`config.mk`:
```
export PLATFORM = sky130hd
export DESIGN_NAME = de_regfile_scoreboard
export DESIGN_NICKNAME = d
export VERILOG_FILES = /design/src/rtl/de_regfile_scoreboard.sv
export SDC_FILE = /design/constraint.sdc
export NUM_CORES = 2
export LEC_CHECK = 0
export BUFFER_PORTS_ARGS = -buffer_cell sky130_fd_sc_hd__buf_2
export CAP_MARGIN = 20
export CORE_MARGIN = 2
export CORE_UTILIZATION = 50
export CTS_BUF_LIST = sky130_fd_sc_hd__clkbuf_8
export DETAILED_ROUTE_END_ITERATION = 6
export HOLD_SLACK_MARGIN = 0.05
export PLACE_DENSITY_LB_ADDON = 0.25
export SLEW_MARGIN = 20
export SYNTH_ARGS = -nofsm -noshare
export SYNTH_HDL_FRONTEND = slang
export SYNTH_SLANG_ARGS = --single-unit
```
`constraint.sdc`:
```
create_clock -name clk -period 35.8 [get_ports clk]
set_input_delay 5.37 -clock clk [delete_from_list [all_inputs] [get_ports clk]]
set_output_delay 5.37 -clock clk [all_outputs]
set_load 0.03 [all_outputs]
```
`src/rtl/de_regfile_scoreboard.sv`:
```
// Decode-stage register file with per-register pending-write counters.
// Stalls on RAW/saturation hazards, bypasses same-cycle writeback, and accepts squash releases.
module de_regfile_scoreboard #(
  parameter int DBITS = 32,
  parameter int NREGS = 32,
  parameter int NREAD = 2,
  parameter int PBITS = 2,
  localparam int RBITS = $clog2(NREGS)
) (
  input  logic                     clk,
  input  logic                     reset,
  input  logic [NREAD*RBITS-1:0]   i_rd_addr,
  input  logic [NREAD-1:0]         i_rd_en,
  output logic [NREAD*DBITS-1:0]   o_rd_data,
  input  logic                     i_issue_valid,
  input  logic                     i_issue_wr,
  input  logic [RBITS-1:0]         i_issue_rd,
  output logic                     o_issue_stall,
  input  logic                     i_wb_valid,
  input  logic [RBITS-1:0]         i_wb_rd,
  input  logic [DBITS-1:0]         i_wb_data,
  input  logic                     i_kill_valid,
  input  logic [RBITS-1:0]         i_kill_rd,
  output logic                     o_pend_any,
  output logic                     o_err_underflow
);

  // Two extra bits hold the sum of wb and kill hits without overflow.
  localparam int CW = PBITS + 2;
  typedef logic [CW-1:0] wide_t;
  localparam logic [PBITS-1:0] CNT_MAX = '1;

  logic [DBITS-1:0] r_regs [NREGS];
  logic [PBITS-1:0] r_cnt  [NREGS];
  logic             r_pend_any;
  logic             r_err_underflow;

  logic [PBITS-1:0] w_cnt_next [NREGS];
  logic             w_pend_next;
  logic             w_underflow;
  logic             w_hazard;
  logic             w_sat;
  logic             w_accept;

  function automatic wide_t release_hits(input logic [RBITS-1:0] reg_idx);
    return wide_t'(i_wb_valid && (i_wb_rd == reg_idx)) +
           wide_t'(i_kill_valid && (i_kill_rd == reg_idx));
  endfunction

  // Read ports: register 0 reads as zero, then writeback bypass, then the array.
  always_comb begin
    // NOTE: every combinational output gets a default first, so no path leaves it unassigned and no latch is inferred.
    o_rd_data = '0;
    w_hazard  = 1'b0;
    for (int i = 0; i < NREAD; i++) begin
      logic [RBITS-1:0] src;
      src = i_rd_addr[i*RBITS +: RBITS];
      if (src != '0) begin
        if (i_wb_valid && (i_wb_rd == src)) begin
          o_rd_data[i*DBITS +: DBITS] = i_wb_data;
        end else begin
          o_rd_data[i*DBITS +: DBITS] = r_regs[src];
        end
        if (i_rd_en[i] && (wide_t'(r_cnt[src]) > release_hits(src))) begin
          w_hazard = 1'b1;
        end
      end
    end
  end

  // A full counter only blocks a new writer if no reservation is released this cycle.
  always_comb begin
    w_sat = i_issue_wr && (i_issue_rd != '0) &&
            (r_cnt[i_issue_rd] == CNT_MAX) &&
            (release_hits(i_issue_rd) == '0);
  end

  assign o_issue_stall = i_issue_valid && (w_hazard || w_sat);
  assign w_accept      = i_issue_valid && !o_issue_stall;

  always_comb begin
    w_underflow = 1'b0;
    w_pend_next = 1'b0;
    for (int r = 0; r < NREGS; r++) begin
      wide_t cur;
      wide_t dec;
      logic  inc;
      cur = wide_t'(r_cnt[r]);
      dec = '0;
      inc = 1'b0;
      if (r != 0) begin
        inc = w_accept && i_issue_wr && (i_issue_rd == RBITS'(r));
        dec = release_hits(RBITS'(r));
        // Releases beyond the outstanding count are dropped and flagged.
        if (dec > cur) begin
          w_underflow = 1'b1;
          dec         = cur;
        end
      end
      w_cnt_next[r] = PBITS'(cur + wide_t'(inc) - dec);
      w_pend_next   = w_pend_next || (w_cnt_next[r] != '0);
    end
  end

  always_ff @(posedge clk or posedge reset) begin
    if (reset) begin
      // NOTE: the array is reset explicitly because reads of never-written registers must return 0 after reset.
      for (int r = 0; r < NREGS; r++) begin
        r_regs[r] <= '0;
        r_cnt[r]  <= '0;
      end
      r_pend_any      <= 1'b0;
      r_err_underflow <= 1'b0;
    end else begin
      // NOTE: non-blocking assignments so every register samples pre-edge values regardless of statement order.
      if (i_wb_valid && (i_wb_rd != '0)) begin
        r_regs[i_wb_rd] <= i_wb_data;
      end
      for (int r = 0; r < NREGS; r++) begin
        r_cnt[r] <= w_cnt_next[r];
      end
      r_pend_any      <= w_pend_next;
      r_err_underflow <= r_err_underflow || w_underflow;
    end
  end

  assign o_pend_any      = r_pend_any;
  assign o_err_underflow = r_err_underflow;

endmodule
```
==> results.sh <==
export IMPL_min_delay_path_depth=0
export IMPL_netlist_area_um2=63500
export IMPL_setup_viol=0
export IMPL_vdd_drop_max_mv=0.0384
export IMPL_root_buffer="clkbuf_8"
export IMPL_clock_sinks=1088
export IMPL_synth_seq_area_share_pct=42.9
export IMPL_layout_drive_gt1_share_pct=34.6
export IMPL_grt_max_degree=169
export IMPL_async_reset_ff_share_pct=100
export IMPL_avgSynthCellArea_um2=12.2
export IMPL_clock_latency_ns=0.92
export IMPL_worst_pin_slew_ns=1.08
export IMPL_drcViolationCount=0
export IMPL_cp_required_ns=30.43
export IMPL_worstSetupStartpointType="input port"
export IMPL_grt_remaining_overflow=0
export IMPL_synth_top_cell_area_share_pct=42.9
export IMPL_synthXorXnorAreaFrac_pct=1.27
export IMPL_coreArea_um2=126000
export IMPL_worstPathMaxFanout=57
export IMPL_reg2reg_from="r_cnt[49]$_DFF_PP0_"
export IMPL_routedWlPerCell_um=30.4
export IMPL_yosysUniqueCellTypes=60
export IMPL_place_gp_congestion=0.948
export IMPL_grt_pass1_wl_um=313000
export IMPL_hpwlAfterDp_um=118000
export IMPL_synth_edff_count=0
export IMPL_die_h_um=360
export IMPL_tns_ns=0
export IMPL_hp_class="flop to flop"
export IMPL_ys_seq_elements=1088
export IMPL_fin_crit_ns=14.81
export IMPL_yosysTopAreaCell="dfrtp_1"
export IMPL_hold_viol=0
export IMPL_max_freq_mhz=67.5
export IMPL_hold_slack_ns=0.396
export IMPL_final_area_um2=69000
export IMPL_viasPerCell=6.62
export IMPL_grt_pass1_vias=46000
export IMPL_cts_made_buffers=189
export IMPL_postCtsSetupBuffers=0
export IMPL_status="completed"
export IMPL_r2r_cells=19
export IMPL_synth_top_family_by_area="multiplexers"
export IMPL_slew_viol_final=0
export IMPL_crit_path_end_kind="output port"
export IMPL_fin_crit_sh_pct=41.4
export IMPL_post_cts_resized=0
export IMPL_fin_nets=5395
export IMPL_track_usage_pct=32.8
export IMPL_placed_area_um2=65200
export IMPL_cap_violations=0
export IMPL_cts_tree="yes"
export IMPL_ant_nets=0
export IMPL_holdPathEnd="r_regs[996]$_DFFE_PP0P_"
export IMPL_power_leakage_nw=31.3
export IMPL_clockBufferDepth=3
export IMPL_synth_area_leaders="dfrtp_1 43%, mux4_2 23%, mux2_2 11%, nand2_1 7.5%, ha_1 3.8%"
export IMPL_yosys_warnings=0
export IMPL_fin_skew_ns=0.0474
export IMPL_htree_levels=4
export IMPL_synth_nets=5457
export IMPL_p_total_mw=4.01
export IMPL_critPathKind="input port to output port"
export IMPL_drt_iter0_markers=5366
export IMPL_pin_count=132
export IMPL_muxShareOfSynthArea_pct=34.7
export IMPL_die_area_um2=130000
export IMPL_powerDensity_nw_per_um2=58.2
export IMPL_hold_buffers=0
export IMPL_reg2reg_to="o_pend_any$_DFF_PP0_"
export IMPL_relSlewSlack_pct=28.0
export IMPL_vias=46000
export IMPL_antenna_found_initial=21
export IMPL_synthFlopType="dfrtp_1"
export IMPL_yosys_area_share_simple_pct=10.1
export IMPL_io_buffers=131
export IMPL_die_x_um=360
export IMPL_clk_pin_slew_ns=0.06
export IMPL_num_rows=130
export IMPL_crit_arrival_ns=9.44
export IMPL_synth_adder_area_share_pct=3.78
export IMPL_hold_start="r_regs[996]$_DFFE_PP0P_"
export IMPL_synth_compound_area_share_pct=3.03
export IMPL_drt_total_wl_um=211000
export IMPL_post_route_util_pct=54.9
export IMPL_synthToLayoutAreaGrowth_pct=8.71
export IMPL_initial_core_util_pct=50.5
export IMPL_drtPass1Iterations=7
export IMPL_rrSetupSlack_ns=29.37
export IMPL_rsz0062_at_grt="false"
export IMPL_synthCells=5200
==> metal layers <==
metal	global-route usage, %	vias to the layer above	share of wire, %
met1	44.3	24000	39
met3	10.3	573	12
met4	14.6	14	4.6
li1	-	18600	-
met2	49.1	2817	45
met5	0.444	-	0.044
==> how the worst max path moves through the flow <==
stage / slack (ns) / endpoint / startpoint
floorplan: 15.42 / o_err_underflow$_DFF_PP0_ / reset
global placement: 20.94 / o_rd_data[51] / i_rd_addr[5]
detailed placement: 20.92 / o_rd_data[51] / i_rd_addr[5]
CTS: 20.93 / o_rd_data[51] / i_rd_addr[5]
global route: 20.63 / o_rd_data[51] / i_rd_addr[5]
finish: 20.99 / o_rd_data[51] / i_rd_addr[5]
==> layout make-up <==
type                            instances  area [µm²]
Fill cell                           10600       56700
Sequential cell                      1088       27200
Inverter                              176         664
Timing Repair Buffer                  225        1500
Tap cell                             1650        2060
Antenna cell                           10        25.0
Multi-Input combinational cell       3458       33800
Clock buffer                          231        3180
Clock inverter                        108         571
==> sequential cells by signal, indices dropped and copies added, names as in the netlist <==
name and count:
o_pend_any 1, r_cnt 62, r_regs 1024, o_err_underflow 1
==> critical path, stage by stage <==
cell      delay (ns)
buf_8           0.51
buf_4           0.83
buf_4           0.78
mux4_2          0.59
mux4_2          0.47
mux2i_1         0.34
a211oi_1        0.20
buf_2           0.23
==> metrics by stage <==
step | cells | worst slack, ns
2_1_floorplan | 5200 | 15.42
3_3_place_gp | 6597 | 20.94
3_5_place_dp | 6597 | 20.92
4_1_cts | 6936 | 20.93
5_1_grt | 6942 | 20.63
6_report | 6946 | 20.99
==> power breakdown <==
part / internal [mW] / switching (mW) / total [mW]
logic: 0.592 / 0.554 / 1.15
clock network: 0.587 / 0.553 / 1.14
registers: 1.49 / 0.241 / 1.73
==> synth_stat cells (3+ instances only) <==
master and n:
nand2_1 1261, dfrtp_1 1088, mux4_2 639, mux2_2 636
clkbuf_1 289, ha_1 192, inv_1 168, buf_2 125
nor2_1 77, a21oi_1 72, xnor2_1 68, nor2b_1 59
a211oi_1 58, buf_1 48, mux2i_1 48, nand3_1 47
o21ai_0 39, a22oi_1 31, o21ai_1 31, xor2_1 24
nor4_1 22, nor3_1 21, nor3b_1 18, nand4_1 15
a221o_1 14, buf_4 13, a32oi_1 12, o221ai_1 10
inv_2 8, and2_1 7, nand2b_1 5, nand3b_1 5
nand4b_1 5, a22o_1 4, and3_1 4, o22ai_1 4
or4_1 4, buf_6 3
==> placed cells by master (no fill, tap or decap), types with 8 or more instances in the layout <==
master	n
buf_4	88
diode_2	10
a21oi_1	72
ha_1	192
nor2_1	57
buf_2	123
nor3b_1	18
a32oi_1	12
inv_2	14
clkbuf_8	232
nand3_1	44
nand2_2	8
o221ai_1	10
nand4_1	15
mux4_2	639
nor2_4	20
xor2_1	24
clkinv_2	25
a22oi_1	31
o21ai_0	39
o21ai_1	30
nor3_1	21
nand2_1	1253
dfrtp_1	1088
nor4_1	22
mux2i_1	48
a221o_1	14
nor2b_1	57
inv_1	229
a211oi_1	58
mux2_2	636
xnor2_1	68
==> cells by family after synthesis <==
kind of cell / Yosys count
AO/OA/AOI/OAI: 290
AND/OR/NAND/NOR: 1559
XOR/XNOR: 92
multiplexers: 1325
adder cells (fa/ha/maj): 192
flip-flops: 1088
buffers and inverters: 654
No activity file was read; power rests on OpenSTA's default activity.
